File: src/rtl/line_buffer_read_ctrl.sv
// line_buffer_read_ctrl
// Consumer-side controller for four line_buffer_datapath instances. Incoming
// pixels are steered round-robin into one buffer at a time. Once three full
// lines are held, three buffers are read in lock-step and one vertically
// aligned column (top = oldest line, bot = newest line) is produced per cycle.
//
// Ports:
//   clk, rst_n     clock, asynchronous active-low reset
//   flush_i        synchronous clear of all state (frame restart)
//   pix_valid_i    source has a pixel this cycle
//   ready_o        a pixel is accepted this cycle when pix_valid_i is high
//   wr_en_o[3:0]   one-hot write enable to buffers 0..3
//   rd_en_o[3:0]   read enables to buffers 0..3 (three bits set while reading)
//   rd_data_i[31:0] buffer data outputs, buffer k on bits [8k+7:8k]
//   col_valid_o    column outputs valid
//   col_top_o/col_mid_o/col_bot_o  oldest/middle/newest line pixel
//   line_done_o    pulse with the last column of a line
module line_buffer_read_ctrl #(
    parameter int unsigned WIDTH = 640,
    parameter int unsigned CNT_W = 10
) (
    input  logic        clk,
    input  logic        rst_n,
    input  logic        flush_i,
    input  logic        pix_valid_i,
    output logic        ready_o,
    output logic [3:0]  wr_en_o,
    output logic [3:0]  rd_en_o,
    input  logic [31:0] rd_data_i,
    output logic        col_valid_o,
    output logic [7:0]  col_top_o,
    output logic [7:0]  col_mid_o,
    output logic [7:0]  col_bot_o,
    output logic        line_done_o
);

    localparam logic [0:0]       S_IDLE   = 1'b0;
    localparam logic [0:0]       S_READ   = 1'b1;
    localparam logic [CNT_W-1:0] CNT_LAST = CNT_W'(WIDTH - 1);

    logic [0:0]       state_q, state_d;
    logic [CNT_W-1:0] wr_cnt_q, wr_cnt_d;
    logic [CNT_W-1:0] rd_cnt_q, rd_cnt_d;
    logic [1:0]       rd_sel_q, rd_sel_d;
    logic [2:0]       avail_q, avail_d;
    logic             col_valid_q, col_valid_d;
    logic [1:0]       sel_d_q, sel_d_d;
    logic             line_done_q, line_done_d;

    logic [1:0] wr_sel;
    logic       accept;
    logic       line_wr_done;
    logic       rd_active;
    logic       rd_last;
    logic [1:0] sel_mid;
    logic [1:0] sel_bot;

    // Write side: the next free buffer sits right after the held lines.
    assign wr_sel       = rd_sel_q + avail_q[1:0];
    assign ready_o      = (avail_q < 3'd4);
    assign accept       = pix_valid_i & ready_o & ~flush_i;
    assign line_wr_done = accept & (wr_cnt_q == CNT_LAST);
    assign rd_active    = (state_q == S_READ);
    assign rd_last      = rd_active & (rd_cnt_q == CNT_LAST);

    always_comb begin
        wr_en_o = 4'b0000;
        if (accept) begin
            wr_en_o[wr_sel] = 1'b1;
        end
    end

    // Read side: the three oldest buffers, gated off during a flush cycle.
    always_comb begin
        rd_en_o = 4'b0000;
        if (rd_active && !flush_i) begin
            rd_en_o[rd_sel_q]         = 1'b1;
            rd_en_o[rd_sel_q + 2'd1]  = 1'b1;
            rd_en_o[rd_sel_q + 2'd2]  = 1'b1;
        end
    end

    // Next-state logic; flush overrides everything else.
    always_comb begin
        state_d     = state_q;
        wr_cnt_d    = wr_cnt_q;
        rd_cnt_d    = rd_cnt_q;
        rd_sel_d    = rd_sel_q;
        avail_d     = avail_q;
        col_valid_d = rd_active;
        sel_d_d     = rd_sel_q;
        line_done_d = rd_last;

        if (flush_i) begin
            state_d     = S_IDLE;
            wr_cnt_d    = '0;
            rd_cnt_d    = '0;
            rd_sel_d    = 2'd0;
            avail_d     = 3'd0;
            col_valid_d = 1'b0;
            sel_d_d     = 2'd0;
            line_done_d = 1'b0;
        end else begin
            if (accept) begin
                wr_cnt_d = line_wr_done ? '0 : wr_cnt_q + CNT_W'(1);
            end

            case (state_q)
                S_IDLE: begin
                    if (avail_q >= 3'd3) begin
                        state_d = S_READ;
                    end
                end
                S_READ: begin
                    rd_cnt_d = rd_cnt_q + CNT_W'(1);
                    if (rd_last) begin
                        rd_cnt_d = '0;
                        rd_sel_d = rd_sel_q + 2'd1;
                        state_d  = S_IDLE;
                    end
                end
                default: state_d = S_IDLE;
            endcase

            // A line finishing while a burst retires leaves the count unchanged.
            case ({line_wr_done, rd_last})
                2'b10:   avail_d = avail_q + 3'd1;
                2'b01:   avail_d = avail_q - 3'd1;
                default: avail_d = avail_q;
            endcase
        end
    end

    always_ff @(posedge clk or negedge rst_n) begin
        if (!rst_n) begin
            state_q     <= S_IDLE;
            wr_cnt_q    <= '0;
            rd_cnt_q    <= '0;
            rd_sel_q    <= 2'd0;
            avail_q     <= 3'd0;
            col_valid_q <= 1'b0;
            sel_d_q     <= 2'd0;
            line_done_q <= 1'b0;
        end else begin
            state_q     <= state_d;
            wr_cnt_q    <= wr_cnt_d;
            rd_cnt_q    <= rd_cnt_d;
            rd_sel_q    <= rd_sel_d;
            avail_q     <= avail_d;
            col_valid_q <= col_valid_d;
            sel_d_q     <= sel_d_d;
            line_done_q <= line_done_d;
        end
    end

    // Buffer data is registered on rd_en, so the column is picked with the
    // buffer selection delayed by one cycle to line up with it.
    assign sel_mid = sel_d_q + 2'd1;
    assign sel_bot = sel_d_q + 2'd2;

    always_comb begin
        col_top_o = 8'd0;
        col_mid_o = 8'd0;
        col_bot_o = 8'd0;
        if (col_valid_q) begin
            col_top_o = rd_data_i[{sel_d_q, 3'b000} +: 8];
            col_mid_o = rd_data_i[{sel_mid, 3'b000} +: 8];
            col_bot_o = rd_data_i[{sel_bot, 3'b000} +: 8];
        end
    end

    assign col_valid_o = col_valid_q;
    assign line_done_o = line_done_q;

endmodule

File: config.mk
export PLATFORM = sky130hd
export DESIGN_NAME = line_buffer_read_ctrl
export DESIGN_NICKNAME = d
export VERILOG_FILES = /design/src/rtl/line_buffer_read_ctrl.sv
export SDC_FILE = /design/constraint.sdc
export NUM_CORES = 1
export LEC_CHECK = 0
export ABC_CLOCK_PERIOD_IN_PS = 2300
export BUFFER_PORTS_ARGS = -buffer_cell sky130_fd_sc_hd__buf_2
export CORE_UTILIZATION = 47
export DETAILED_ROUTE_END_ITERATION = 12
export PLACE_DENSITY_LB_ADDON = 0.05
export SLEW_MARGIN = 30
export SYNTH_ARGS = -nofsm -noshare
export SYNTH_HDL_FRONTEND = slang
export SYNTH_SLANG_ARGS = --single-unit
File: constraint.sdc
create_clock -name clk -period 2.3 [get_ports clk]
set_input_delay 0 -clock clk [delete_from_list [all_inputs] [get_ports clk]]
set_output_delay 0 -clock clk [all_outputs]
set_load 0.02 [all_outputs]
; Word-level counts from Yosys, hierarchy flattened
; Index checks and enable logic that the tools add are counted.
[word_totals]
register_bits = 30
out_inout_bits = 35
wordCells = 84
[op_classes]
add_sub_neg = 9
magnitude_cmp = 10
n_eq_ne = 4
shift = 3
muxes = 31
n_bitwise = 8
reduce_logical = 11
[ops]
columns = cell, count
row1 = 32-bit by 6-bit indexed part select with 8-bit output, 3
row2 = 10-bit two-way mux, 6
row3 = 8-bit two-way mux, 3
row4 = "10-bit by 1-bit adder with 10-bit output, second input constant", 2
row5 = "10-bit == test, second input constant", 2
row6 = "2-bit by 3-bit less-than comparator with 1-bit output, second input constant", 4
row7 = 1-bit two-way mux, 9
row8 = 1-bit demux with 2-bit select, 4
row9 = "2-bit by 1-bit >= comparator with 1-bit output, second input constant", 4
row10 = 2-bit two-way mux, 4
row11 = 4-bit two-way mux, 2
row12 = 4-bit bitwise OR, 2
row13 = 3-bit case mux with 2 select lines, 1
row14 = 2-bit nonzero test, 3
row15 = 1-bit logical AND, 5
row16 = "2-bit by 1-bit adder with 2-bit output, second input constant", 2
row17 = "2-bit adder, second input constant", 2
row18 = 1-bit bitwise AND, 4
row19 = "3-bit by 1-bit adder with 3-bit output, second input constant", 1
row20 = "3-bit by 2-bit >= comparator with 1-bit output, second input constant", 1
row21 = "3-bit less-than comparator, second input constant", 1
row22 = 3-bit two-way mux, 1
row23 = 3-bit nonzero test, 1
row24 = "3-bit by 1-bit subtractor with 3-bit output, second input constant", 1
row25 = other kinds (7), 8

; Longest topological paths before layout
; Gate-level depths: netlist (run 1).
[logic_depth]
ltp_word = 8
depth_mapped = 8
depth_no_buf = 7

; Least setup slack after synthesis (run 1)
; OpenSTA, ideal clock, no wires.
[synth_timing]
path_kind = flip-flop to flip-flop
startpoint = register avail_q[2]
endpoint = register avail_q[2]
setup_time_ps = 82
arrival_time_ps = 2238
t_required_ps = 2218
slack_ps = -20
stages_incl_launch_ff = 7
path_cell_list = dfrtp_1 -> or3b_4 -> nor4_4 -> nor2_1 -> fa_1 -> or4_1 -> a31oi_1
[synth_between]
elab_chain_len = 7
[synth_rtl]
columns = element, line
row1 = from (decl), 45  ; logic [2:0] avail_q, avail_d;
row2 = from (signal assigned), 149  ; avail_q <= avail_d;
row3 = 3-bit less-than comparator, 60  ; assign ready_o = (avail_q < 3'd4);
row4 = 1-bit bitwise AND (2 in series), 61  ; assign accept = pix_valid_i & ready_o & ~flush_i;
row5 = 1-bit bitwise AND, 62  ; assign line_wr_done = accept & (wr_cnt_q == CNT_LAST);
row6 = 2-bit by 1-bit == test with 1-bit output or 2-bit == test (tied branches), 126  ; case ({line_wr_done, rd_last})
row7 = 3-bit case mux with 2 select lines, 126
row8 = 3-bit two-way mux, 94  ; if (flush_i) begin
; Several ways; a longest one is shown, not always the timed one.
; A chain may end at the register's enable or synchronous reset.

; Worst setup path after layout (run 1)
; Ends and elaborated chain as after synthesis.

==> qor.txt, run 1 <==
proportion of netlist area held by the largest area contributor -> 31.17%
number of max-cap violations -> 0
area enclosed by the die boundary -> 5415 um^2
Final Cycle Share -> 97.92%
Min-Delay Path Class -> in2reg
detailed-route wire length -> 5203 um
clock tree from TritonCTS -> yes
Overall Power -> 0.001094 W
post-route setup slack -> 47.87 ps
result of the run -> complete, no violations
GRT overflow -> 0
highest-count cells in the layout ignoring fill and taps -> 70 x sky130_fd_sc_hd__buf_2, 30 x sky130_fd_sc_hd__dfrtp_1, 28 x sky130_fd_sc_hd__nor2_1, 24 x sky130_fd_sc_hd__mux4_2, 24 x sky130_fd_sc_hd__and2_1
number of buffers added on ports -> 70
Cells after Synth -> 231
cells along the critical path -> or3b_4 > nor4_4 > nor2_1 > fa_2 > or4_1 > a31oi_1
Setup-failing EPs final -> 0
capturing element type of the critical path -> flop
H-Tree Depth -> 2
area taken by flip-flops and latches -> 750.7 um^2
count of buffering cells on the critical path with inverters included -> 0
row count -> 25
unrepaired setup endpoints after global routing -> true
top-level port count -> 71
Critical Path Max Stage Delay -> 510 ps
share of layout cells above drive strength 1 -> 39.35%
post-layout min period -> 2252 ps
Num Clock Sinks -> 30
fill cell total of the finished layout -> 450
number of design-rule violations left by the first detailed-router iteration -> 63
global-route wire length before repair -> 8349 um
master cell of the clock root buffer -> sky130_fd_sc_hd__clkbuf_8
endpoints failing hold -> 0
clock network latency to the later pin of the worst-skew pair -> 290 ps
post-DR wirelength/cell -> 13.80 um
leading cell types by total area after synthesis -> sky130_fd_sc_hd__dfrtp_1 31%, sky130_fd_sc_hd__mux4_2 22%, sky130_fd_sc_hd__and2_1 6.2%
worst-path fanout max -> 3
largest delay contributor family on the critical path -> simple AND/OR/NAND/NOR gates
relative area change from synthesis to final layout -> 24.10%
required time of the worst setup path -> 2510 ps
maximum number of pins on one net before global-route repair -> 31
EDFF count, synth -> 0
cells on worst reg2reg path -> 6
most common library cell in the layout ignoring fill and taps -> sky130_fd_sc_hd__buf_2
number of antenna violations at the first check in global routing -> 0
CP Depth -> 6
Yosys Warn Count -> 0
cell area after technology mapping -> 2409 um^2
Post-synth ARST share -> 100.0%
startpoint type of the worst setup path -> flop
Diodes inserted -> 0
Worst Skew -> 7.466 ps
Via Count -> 2018
count of cells along the worst hold path -> 5
Max Buffers Root-to-Sink -> 2
slew at the pin with the worst max-slew slack -> 656.0 ps
weighted congestion at the end of routability-driven global placement -> 0.8664
sequential fraction of the synthesis area -> 31.17%
drt drc -> 0
average vias per placed instance -> 5.353
number of global-route vias before repair -> 1889
largest voltage drop on the vdd net -> 333.6 uV
Placeable Area -> 4817 um^2
die width -> 73.59 um
arrival time of the worst setup path -> 2460 ps
# nets final -> 353
antenna-violating nets left -> 0
standard cell area after detailed placement -> 2880 um^2
Num CTS Buffers -> 5
height of the die -> 73.59 um
flip-flop and latch count after synthesis -> 30
total power divided by cell area -> 365.9 nW/um^2
Detailed Routing Iterations Pass 1 -> 4
fmax -> 0.4440 GHz
Syn Nets -> 275
cell type contributing the most total cell area after synthesis -> sky130_fd_sc_hd__dfrtp_1
clock transition at the registers of the reported paths -> 60 ps
GRT Resource Usage Total -> 20.30%
initial cell density of the core -> 50.00%
synth unique cells -> 46
leakage power -> 1.409 nW
Layout Cell Area excl Fill -> 2989 um^2
pre-CTS setup slack -> 58.67 ps
HPWL after detailed placement -> 3976 um
WS Path Type -> reg2reg
Primary FF master, synth -> sky130_fd_sc_hd__dfrtp_1
slew margin rel. -> 56.27%
fin. max-slew vios -> 0
Mean Syn Cell Area -> 10.43 um^2
Slowest cell on crit path -> sky130_fd_sc_hd__or4_1
combined area of the multi-input logic cells -> 1579 um^2
[worst min-delay path: cells and delay by family]
family | cells | cell delay [ps]
buffers and inverters | 2 | 170
AND/OR/NAND/NOR | 2 | 120
AO/OA/AOI/OAI | 1 | 70
[cells by family (layout without fill, tap and decap cells)]
logic type / Yosys count / in the layout / share of synthesized area, %
AOI/OAI and AO/OA: 15 / 15 / 4.363
xor gates and xnor gates: 15 / 15 / 5.767
adders and majority gates: 8 / 8 / 4.467
buffers and inverters: 20 / 99 / 3.584
DFF: 30 / 30 / 31.17
muxes: 29 / 29 / 24.62
and+or+nand+nor: 114 / 114 / 26.03
[state kept, by name, indices dropped and copies added, names as in the netlist]
signal       flops
sel_d_q          2
avail_q          3
line_done_o      1
rd_cnt_q        10
rd_sel_q         2
col_valid_o      1
rd_active        1
wr_cnt_q        10
[what timing repair did]
item	4_1_cts	5_1_grt
hold buffers	1	0
setup buffers	0	0
setup endpoints to repair	0	1
resized for setup	0	2
endpoints found under the hold margin	30	0
[power by group]
part           internal, W  switching, W
clock             0.000241      0.000195
sequential        0.000531    0.00000177
combinational    0.0000646     0.0000605
[routing by layer]
| layer | global-route usage [%] | share of wire (%) | wire (um) |
|---|---|---|---|
| met1 | 25.63 | 45 | 2325 |
| met5 | 0 | 0 | 0 |
| met4 | 9.615 | 1.6 | 84 |
| met2 | 33.74 | 47 | 2437 |
| met3 | 3.704 | 6.8 | 356 |
[cells in the mapped netlist, drive strengths merged, types with 2 or more instances]
cell / count
o21ai: 2
o211ai: 2
mux2i: 3
nor3: 7
nor2: 28
dfrtp: 30
and3: 2
buf: 5
inv: 7
and2: 24
nand2: 17
nor2b: 2
and4: 2
or4: 2
nor4: 4
a21oi: 3
xnor2: 7
a31oi: 2
xor2: 8
mux2: 2
mux4: 24
clkbuf: 8
nand4: 5
nand3: 13
nand2b: 3
ha: 7
[per-stage QoR]
stage | hold slack [ps] | TNS [ps] | util [%] | cells
floorplan | -295.6 | 0 | - | 231
global placement | 70.37 | 0 | 59.79 | 368
detailed placement | 70.94 | 0 | 59.79 | 368
CTS | 113.7 | 0 | 61.90 | 377
global route | 144.4 | -32.87 | 62.05 | 377
finish | 124.7 | 0 | 62.05 | 377
[final timing paths]
path,start,endpoint,slack (ps)
worst min register to register,wr_cnt_q[8],wr_cnt_q[8],570
worst min-delay path,pix_valid_i,avail_q[2],120
worst max register to register,avail_q[2],avail_q[2],50
min in group asynchronous,rst_n,wr_cnt_q[9],280
max in group asynchronous,rst_n,rd_cnt_q[1],1600
worst max-delay path,avail_q[2],avail_q[2],50
[layout make-up]
cell class | instances | share of cell area [%]
Clock inverter | 1 | 0.1674
Sequential cell | 30 | 25.12
Multi-Input combinational cell | 181 | 52.83
Inverter | 7 | 0.8790
Tap cell | 67 | 2.805
Clock buffer | 7 | 2.888
Timing Repair Buffer | 84 | 15.32
(Power assumes the default switching activity.)
==> run 2, diff against run 1 <==
Settings changed: GPL_TIMING_DRIVEN set to 0.
==> qor.txt, run 2 (synthesized netlist as in run 1, its figures left out) <==
area enclosed by the die boundary -> 5415 um^2 (unchanged)
maximum number of pins on one net before global-route repair -> 31 (unchanged)
number of design-rule violations left by the first detailed-router iteration -> 69 (was 63)
Final Cycle Share -> 95.75% (was 97.92%)
global-route wire length before repair -> 8811 um (was 8349 um)
count of buffering cells on the critical path with inverters included -> 0 (unchanged)
Worst Skew -> 5.272 ps (was 7.466 ps)
Via Count -> 2103 (was 2018)
Pint -> 0.0009157 W (was 0.0008363 W)
Num CTS Buffers -> 5 (unchanged)
net switching power -> 0.0002804 W (was 0.0002576 W)
H-Tree Depth -> 2 (unchanged)
Slowest cell on crit path -> sky130_fd_sc_hd__or4_1 (unchanged)
top-level port count -> 71 (unchanged)
number of max-cap violations -> 0 (unchanged)
combinational group share of total power -> 10.3% (was 11.4%)
WS Path Type -> reg2reg (unchanged)
share of power burned in registers -> 44.7% (was 48.7%)
unrepaired setup endpoints after global routing -> true (unchanged)
average vias per placed instance -> 5.505 (was 5.353)
slew at the pin with the worst max-slew slack -> 675.6 ps (was 656.0 ps)
clock tree from TritonCTS -> yes (unchanged)
drt drc -> 0 (unchanged)
# nets final -> 358 (was 353)
Setup-failing EPs final -> 0 (unchanged)
Detailed Routing Iterations Pass 1 -> 4 (unchanged)
row count -> 25 (unchanged)
weighted congestion at the end of routability-driven global placement -> 0.8141 (was 0.8664)
switching part of the total power -> 23.45% (was 23.55%)
cells along the critical path -> ha_2 > nand2_4 > nor4_4 > nor2_1 > fa_2 > or4_1 > a31oi_1 (was or3b_4 > nor4_4 > nor2_1 > fa_2 > or4_1 > a31oi_1)
total routed wire length on the met1 layer -> 2389 um (was 2325 um)
Min-Delay Path Class -> in2reg (unchanged)
total power divided by cell area -> 394.7 nW/um^2 (was 365.9 nW/um^2)
initial cell density of the core -> 50.00% (unchanged)
fill cell total of the finished layout -> 427 (was 450)
met3 WL -> 396 um (was 356 um)
result of the run -> complete, no violations (unchanged)
largest registers -> rd_cnt_q (10), wr_cnt_q (10), avail_q (3) (unchanged)
top layer in use -> met4 (unchanged)
Critical Path Max Stage Delay -> 500 ps (was 510 ps)
required time of the worst setup path -> 2510 ps (about the same)
fmax -> 0.4541 GHz (was 0.4440 GHz)
routed wire length on met2 -> 2637 um (was 2437 um)
post-DR wirelength/cell -> 14.37 um (was 13.80 um)
most common library cell in the layout ignoring fill and taps -> sky130_fd_sc_hd__buf_2 (unchanged)
relative area change from synthesis to final layout -> 25.82% (was 24.10%)
Diodes inserted -> 0 (unchanged)
capturing element type of the critical path -> flop (unchanged)
GRT Resource Usage Total -> 21.31% (was 20.30%)
number of buffers added on ports -> 69 (was 70)
worst-path fanout max -> 5 (was 3)
Clk network pwr share -> 45.0% (was 39.9%)
die width -> 73.59 um (unchanged)
post-layout min period -> 2202 ps (was 2252 ps)
antenna-violating nets left -> 0 (unchanged)
detailed-route wire length -> 5488 um (was 5203 um)
startpoint type of the worst setup path -> flop (unchanged)
GRT overflow -> 0 (unchanged)
clock transition at the registers of the reported paths -> 70 ps (was 60 ps)
leakage power -> 1.417 nW (was 1.409 nW)
endpoints failing hold -> 0 (unchanged)
largest delay contributor family on the critical path -> simple AND/OR/NAND/NOR gates (unchanged)
share of layout cells above drive strength 1 -> 38.41% (was 39.35%)
HPWL after detailed placement -> 4187 um (was 3976 um)
Num Clock Sinks -> 30 (unchanged)
Max Buffers Root-to-Sink -> 2 (unchanged)
slew margin rel. -> 54.96% (was 56.27%)
highest-count cells in the layout ignoring fill and taps -> 71 x sky130_fd_sc_hd__buf_2, 30 x sky130_fd_sc_hd__dfrtp_1, 28 x sky130_fd_sc_hd__nor2_1, 24 x sky130_fd_sc_hd__mux4_2, 24 x sky130_fd_sc_hd__and2_1 (was 70 x sky130_fd_sc_hd__buf_2, 30 x sky130_fd_sc_hd__dfrtp_1, 28 x sky130_fd_sc_hd__nor2_1, 24 x sky130_fd_sc_hd__mux4_2, 24 x sky130_fd_sc_hd__and2_1)
fin. max-slew vios -> 0 (unchanged)
minimum hold slack -> 45.68 ps (was 124.7 ps)
number of antenna violations at the first check in global routing -> 0 (unchanged)
fraction of the core area covered by cells at the end of the flow -> 62.91% (was 62.05%)
clock network latency to the later pin of the worst-skew pair -> 280 ps (was 290 ps)
master cell of the clock root buffer -> sky130_fd_sc_hd__clkbuf_8 (unchanged)
largest voltage drop on the vdd net -> 489.0 uV (was 333.6 uV)
number of global-route vias before repair -> 1900 (was 1889)
arrival time of the worst setup path -> 2410 ps (was 2460 ps)
final sum of negative setup slack -> 0 ps (unchanged)
Placeable Area -> 4817 um^2 (unchanged)
height of the die -> 73.59 um (unchanged)
==> run 2: power groups by stage <==
stage               registers, W  clock network, W   logic, W
detailed placement      0.000545                 0   0.000118
CTS                     0.000534          0.000549   0.000122
floorplan               0.000544                 0  0.0000555
global route            0.000535          0.000578   0.000135
finish                  0.000535          0.000539   0.000123
global placement        0.000544                 0   0.000115
==> run 2: routing by layer <==
metal	up-vias	track usage, %
li1	1011	-
met1	998	27.00
met2	86	36.80
met3	8	4.664
met4	0	5.769
met5	-	0
==> run 2: final timing paths <==
kind / startpoint / end / slack, ps / depth (start not counted)
min in group asynchronous: rst_n / wr_cnt_q[5] / 280 / 2
worst max register to register: wr_cnt_q[0] / avail_q[2] / 100 / 7
worst max-delay path: wr_cnt_q[0] / avail_q[2] / 100 / 7
worst min register to register: wr_cnt_q[9] / wr_cnt_q[9] / 560 / 2
worst min-delay path: flush_i / avail_q[1] / 50 / 4
max in group asynchronous: rst_n / rd_cnt_q[7] / 1580 / 2
==> run 2: final cells by class <==
class / instances / area [um^2] / share of cell area [%]
Inverter: 7 / 26.28 / 0.8671
Multi-Input combinational cell: 181 / 1590 / 52.48
Clock inverter: 3 / 45.04 / 1.486
Buffer: 12 / 55.05 / 1.817
Sequential cell: 30 / 750.7 / 24.77
Clock buffer: 5 / 68.82 / 2.271
Timing Repair Buffer: 77 / 410.4 / 13.54
Tap cell: 67 / 83.83 / 2.766
==> run 2: what timing repair did <==
item                                    4_1_cts  5_1_grt
resized for setup                             1        5
endpoints found under the setup margin        1        8
gates cloned                                  0        0
pin swaps                                     2        3
setup buffers                                 2        4
endpoints found under the hold margin        31        0
hold buffers                                  2        0
==> run 2: worst reg2reg max path, delay by kind of cell (launching register included) <==
kind,cells,cell delay (ps)
AOI/OAI and AO/OA,1,170
adders and majority gates,2,600
DFF,1,420
and+or+nand+nor,4,930
==> run 2: stage by stage <==
step	area, um^2	power [W]	setup WS (ps)	std cells
3_5_place_dp	2838	0.0006627	-109.2	367
3_3_place_gp	2838	0.0006595	-79.51	367
5_1_grt	3030	0.001247	-24.69	382
2_1_floorplan	2409	0.0005995	55.59	231
6_report	3030	0.001196	97.69	382
4_1_cts	2989	0.001205	5.981	379
==> run 3, diff against run 2 <==
==> constraint.sdc (replaced) <==
create_clock -name clk -period 2.3 [get_ports clk]
set_input_delay 0.115 -clock clk [delete_from_list [all_inputs] [get_ports clk]]
set_output_delay 0.115 -clock clk [all_outputs]
set_load 0.02 [all_outputs]
==> qor.txt, run 3 (synthesized netlist as in run 1, its figures left out) <==
maximum number of pins on one net before global-route repair -> 31 (unchanged)
initial cell density of the core -> 50.00% (unchanged)
number of buffers added on ports -> 69 (unchanged)
Min-Delay Path Class -> in2reg (unchanged)
height of the die -> 73.59 um (unchanged)
GRT Resource Usage Total -> 21.25% (was 21.31%)
capturing element type of the critical path -> flop (unchanged)
largest delay contributor family on the critical path -> simple AND/OR/NAND/NOR gates (unchanged)
arrival time of the worst setup path -> 2420 ps (was 2410 ps)
endpoints failing hold -> 0 (unchanged)
antenna-violating nets left -> 0 (unchanged)
detailed-route wire length -> 5462 um (was 5488 um)
row count -> 25 (unchanged)
weighted congestion at the end of routability-driven global placement -> 0.8141 (unchanged)
Placeable Area -> 4817 um^2 (unchanged)
die width -> 73.59 um (unchanged)
minimum hold slack -> 40.34 ps (was 45.68 ps)
# nets final -> 356 (was 358)
count of buffering cells on the critical path with inverters included -> 0 (unchanged)
number of antenna violations at the first check in global routing -> 0 (unchanged)
total power divided by cell area -> 394.7 nW/um^2 (about the same)
leakage power -> 1.418 nW (was 1.417 nW)
largest voltage drop on the vdd net -> 488.2 uV (was 489.0 uV)
Detailed Routing Iterations Pass 1 -> 4 (unchanged)
Slowest cell on crit path -> sky130_fd_sc_hd__or4_1 (unchanged)
clock tree from TritonCTS -> yes (unchanged)
H-Tree Depth -> 2 (unchanged)
area enclosed by the die boundary -> 5415 um^2 (unchanged)
post-DR wirelength/cell -> 14.37 um (about the same)
share of layout cells above drive strength 1 -> 39.30% (was 38.41%)
Worst Skew -> 5.505 ps (was 5.272 ps)
startpoint type of the worst setup path -> flop (unchanged)
WS Path Type -> reg2reg (unchanged)
relative area change from synthesis to final layout -> 25.56% (was 25.82%)
Num Clock Sinks -> 30 (unchanged)
highest-count cells in the layout ignoring fill and taps -> 69 x sky130_fd_sc_hd__buf_2, 30 x sky130_fd_sc_hd__dfrtp_1, 28 x sky130_fd_sc_hd__nor2_1, 24 x sky130_fd_sc_hd__mux4_2, 24 x sky130_fd_sc_hd__and2_1 (was 71 x sky130_fd_sc_hd__buf_2, 30 x sky130_fd_sc_hd__dfrtp_1, 28 x sky130_fd_sc_hd__nor2_1, 24 x sky130_fd_sc_hd__mux4_2, 24 x sky130_fd_sc_hd__and2_1)
Setup-failing EPs final -> 0 (unchanged)
global-route wire length before repair -> 8797 um (was 8811 um)
number of global-route vias before repair -> 1900 (unchanged)
Max Buffers Root-to-Sink -> 2 (unchanged)
Critical Path Max Stage Delay -> 510 ps (was 500 ps)
count of cells along the worst hold path -> 2 (was 4)
number of design-rule violations left by the first detailed-router iteration -> 77 (was 69)
unrepaired setup endpoints after global routing -> false (was true)
top-level port count -> 71 (unchanged)
HPWL after detailed placement -> 4187 um (unchanged)
slew margin rel. -> 55.12% (was 54.96%)
post-layout min period -> 2209 ps (was 2202 ps)
final sum of negative setup slack -> 0 ps (unchanged)
Final Cycle Share -> 96.06% (was 95.75%)
Num CTS Buffers -> 5 (unchanged)
master cell of the clock root buffer -> sky130_fd_sc_hd__clkbuf_8 (unchanged)
clock transition at the registers of the reported paths -> 70 ps (about the same)
fraction of the core area covered by cells at the end of the flow -> 62.78% (was 62.91%)
worst-path fanout max -> 5 (unchanged)
Diodes inserted -> 0 (unchanged)
drt drc -> 0 (unchanged)
cells on worst reg2reg path -> 7 (unchanged)
Via Count -> 2094 (was 2103)
most common library cell in the layout ignoring fill and taps -> sky130_fd_sc_hd__buf_2 (unchanged)
cells along the critical path -> ha_2 > nand2_4 > nor4_4 > nor2_1 > fa_2 > or4_1 > a31oi_1 (unchanged)
Overall Power -> 0.001194 W (was 0.001196 W)
fin. max-slew vios -> 0 (unchanged)
clock network latency to the later pin of the worst-skew pair -> 290 ps (was 280 ps)
number of max-cap violations -> 0 (unchanged)
CP Depth -> 7 (unchanged)
result of the run -> complete, no violations (unchanged)
average vias per placed instance -> 5.511 (was 5.505)
fill cell total of the finished layout -> 428 (was 427)
GRT overflow -> 0 (unchanged)
slew at the pin with the worst max-slew slack -> 673.3 ps (was 675.6 ps)
required time of the worst setup path -> 2510 ps (about the same)
largest registers -> rd_cnt_q (10), wr_cnt_q (10), avail_q (3) (unchanged)
fmax -> 0.4526 GHz (was 0.4541 GHz)
==> run 3: area by class of cell <==
class                           count  area, um^2  area share [%]
Sequential cell                    30       750.7           24.82
Buffer                             11       58.81           1.945
Clock buffer                        5       68.82           2.276
Tap cell                           67       83.83           2.772
Inverter                            7       26.28          0.8688
Timing Repair Buffer               76       400.4           13.24
Clock inverter                      3       45.04           1.489
Multi-Input combinational cell    181        1590           52.59
==> run 3: layer usage <==
metal	GRT usage (%)	vias up	share of wire, %
met1	26.82	993	43
met2	37.00	86	48
met5	0	-	0
li1	-	1007	-
met3	4.664	8	7.3
met4	5.342	0	1.2
==> run 3: through the flow <==
stage	instances	setup slack (ps)	cell area [um^2]
6_report	380	90.55	3024
2_1_floorplan	231	55.59	2409
3_3_place_gp	367	-79.51	2838
5_1_grt	380	5.087	3024
4_1_cts	378	5.981	2984
3_5_place_dp	367	-109.2	2838
==> run 3: repair_timing <==
| item | CTS | global route |
|---|---|---|
| pin swaps | 2 | 3 |
| setup endpoints to repair | 7 | 8 |
| buffers inserted | 2 | 4 |
| gates cloned | 0 | 0 |
| hold endpoints to repair | 30 | 0 |
| hold buffers | 1 | 0 |
| resized for setup | 3 | 8 |
==> run 3: worst paths after layout <==
kind / slack, ps / startpoint / endpoint
worst max-delay path: 90 / wr_cnt_q[0] / avail_q[2]
worst min-delay path: 40 / flush_i / rd_cnt_q[9]
worst max register to register: 90 / wr_cnt_q[0] / avail_q[2]
worst min register to register: 560 / wr_cnt_q[9] / wr_cnt_q[9]
max in group asynchronous: 1460 / rst_n / rd_cnt_q[7]
min in group asynchronous: 400 / rst_n / wr_cnt_q[5]
==> run 3: report_power, final <==
group	internal, W	total [W]	switching [W]
combinational	0.0000621	0.000121	0.0000593
clock	0.000322	0.000537	0.000216
sequential	0.000531	0.000535	0.00000430
total	0.000915	0.00119	0.000279
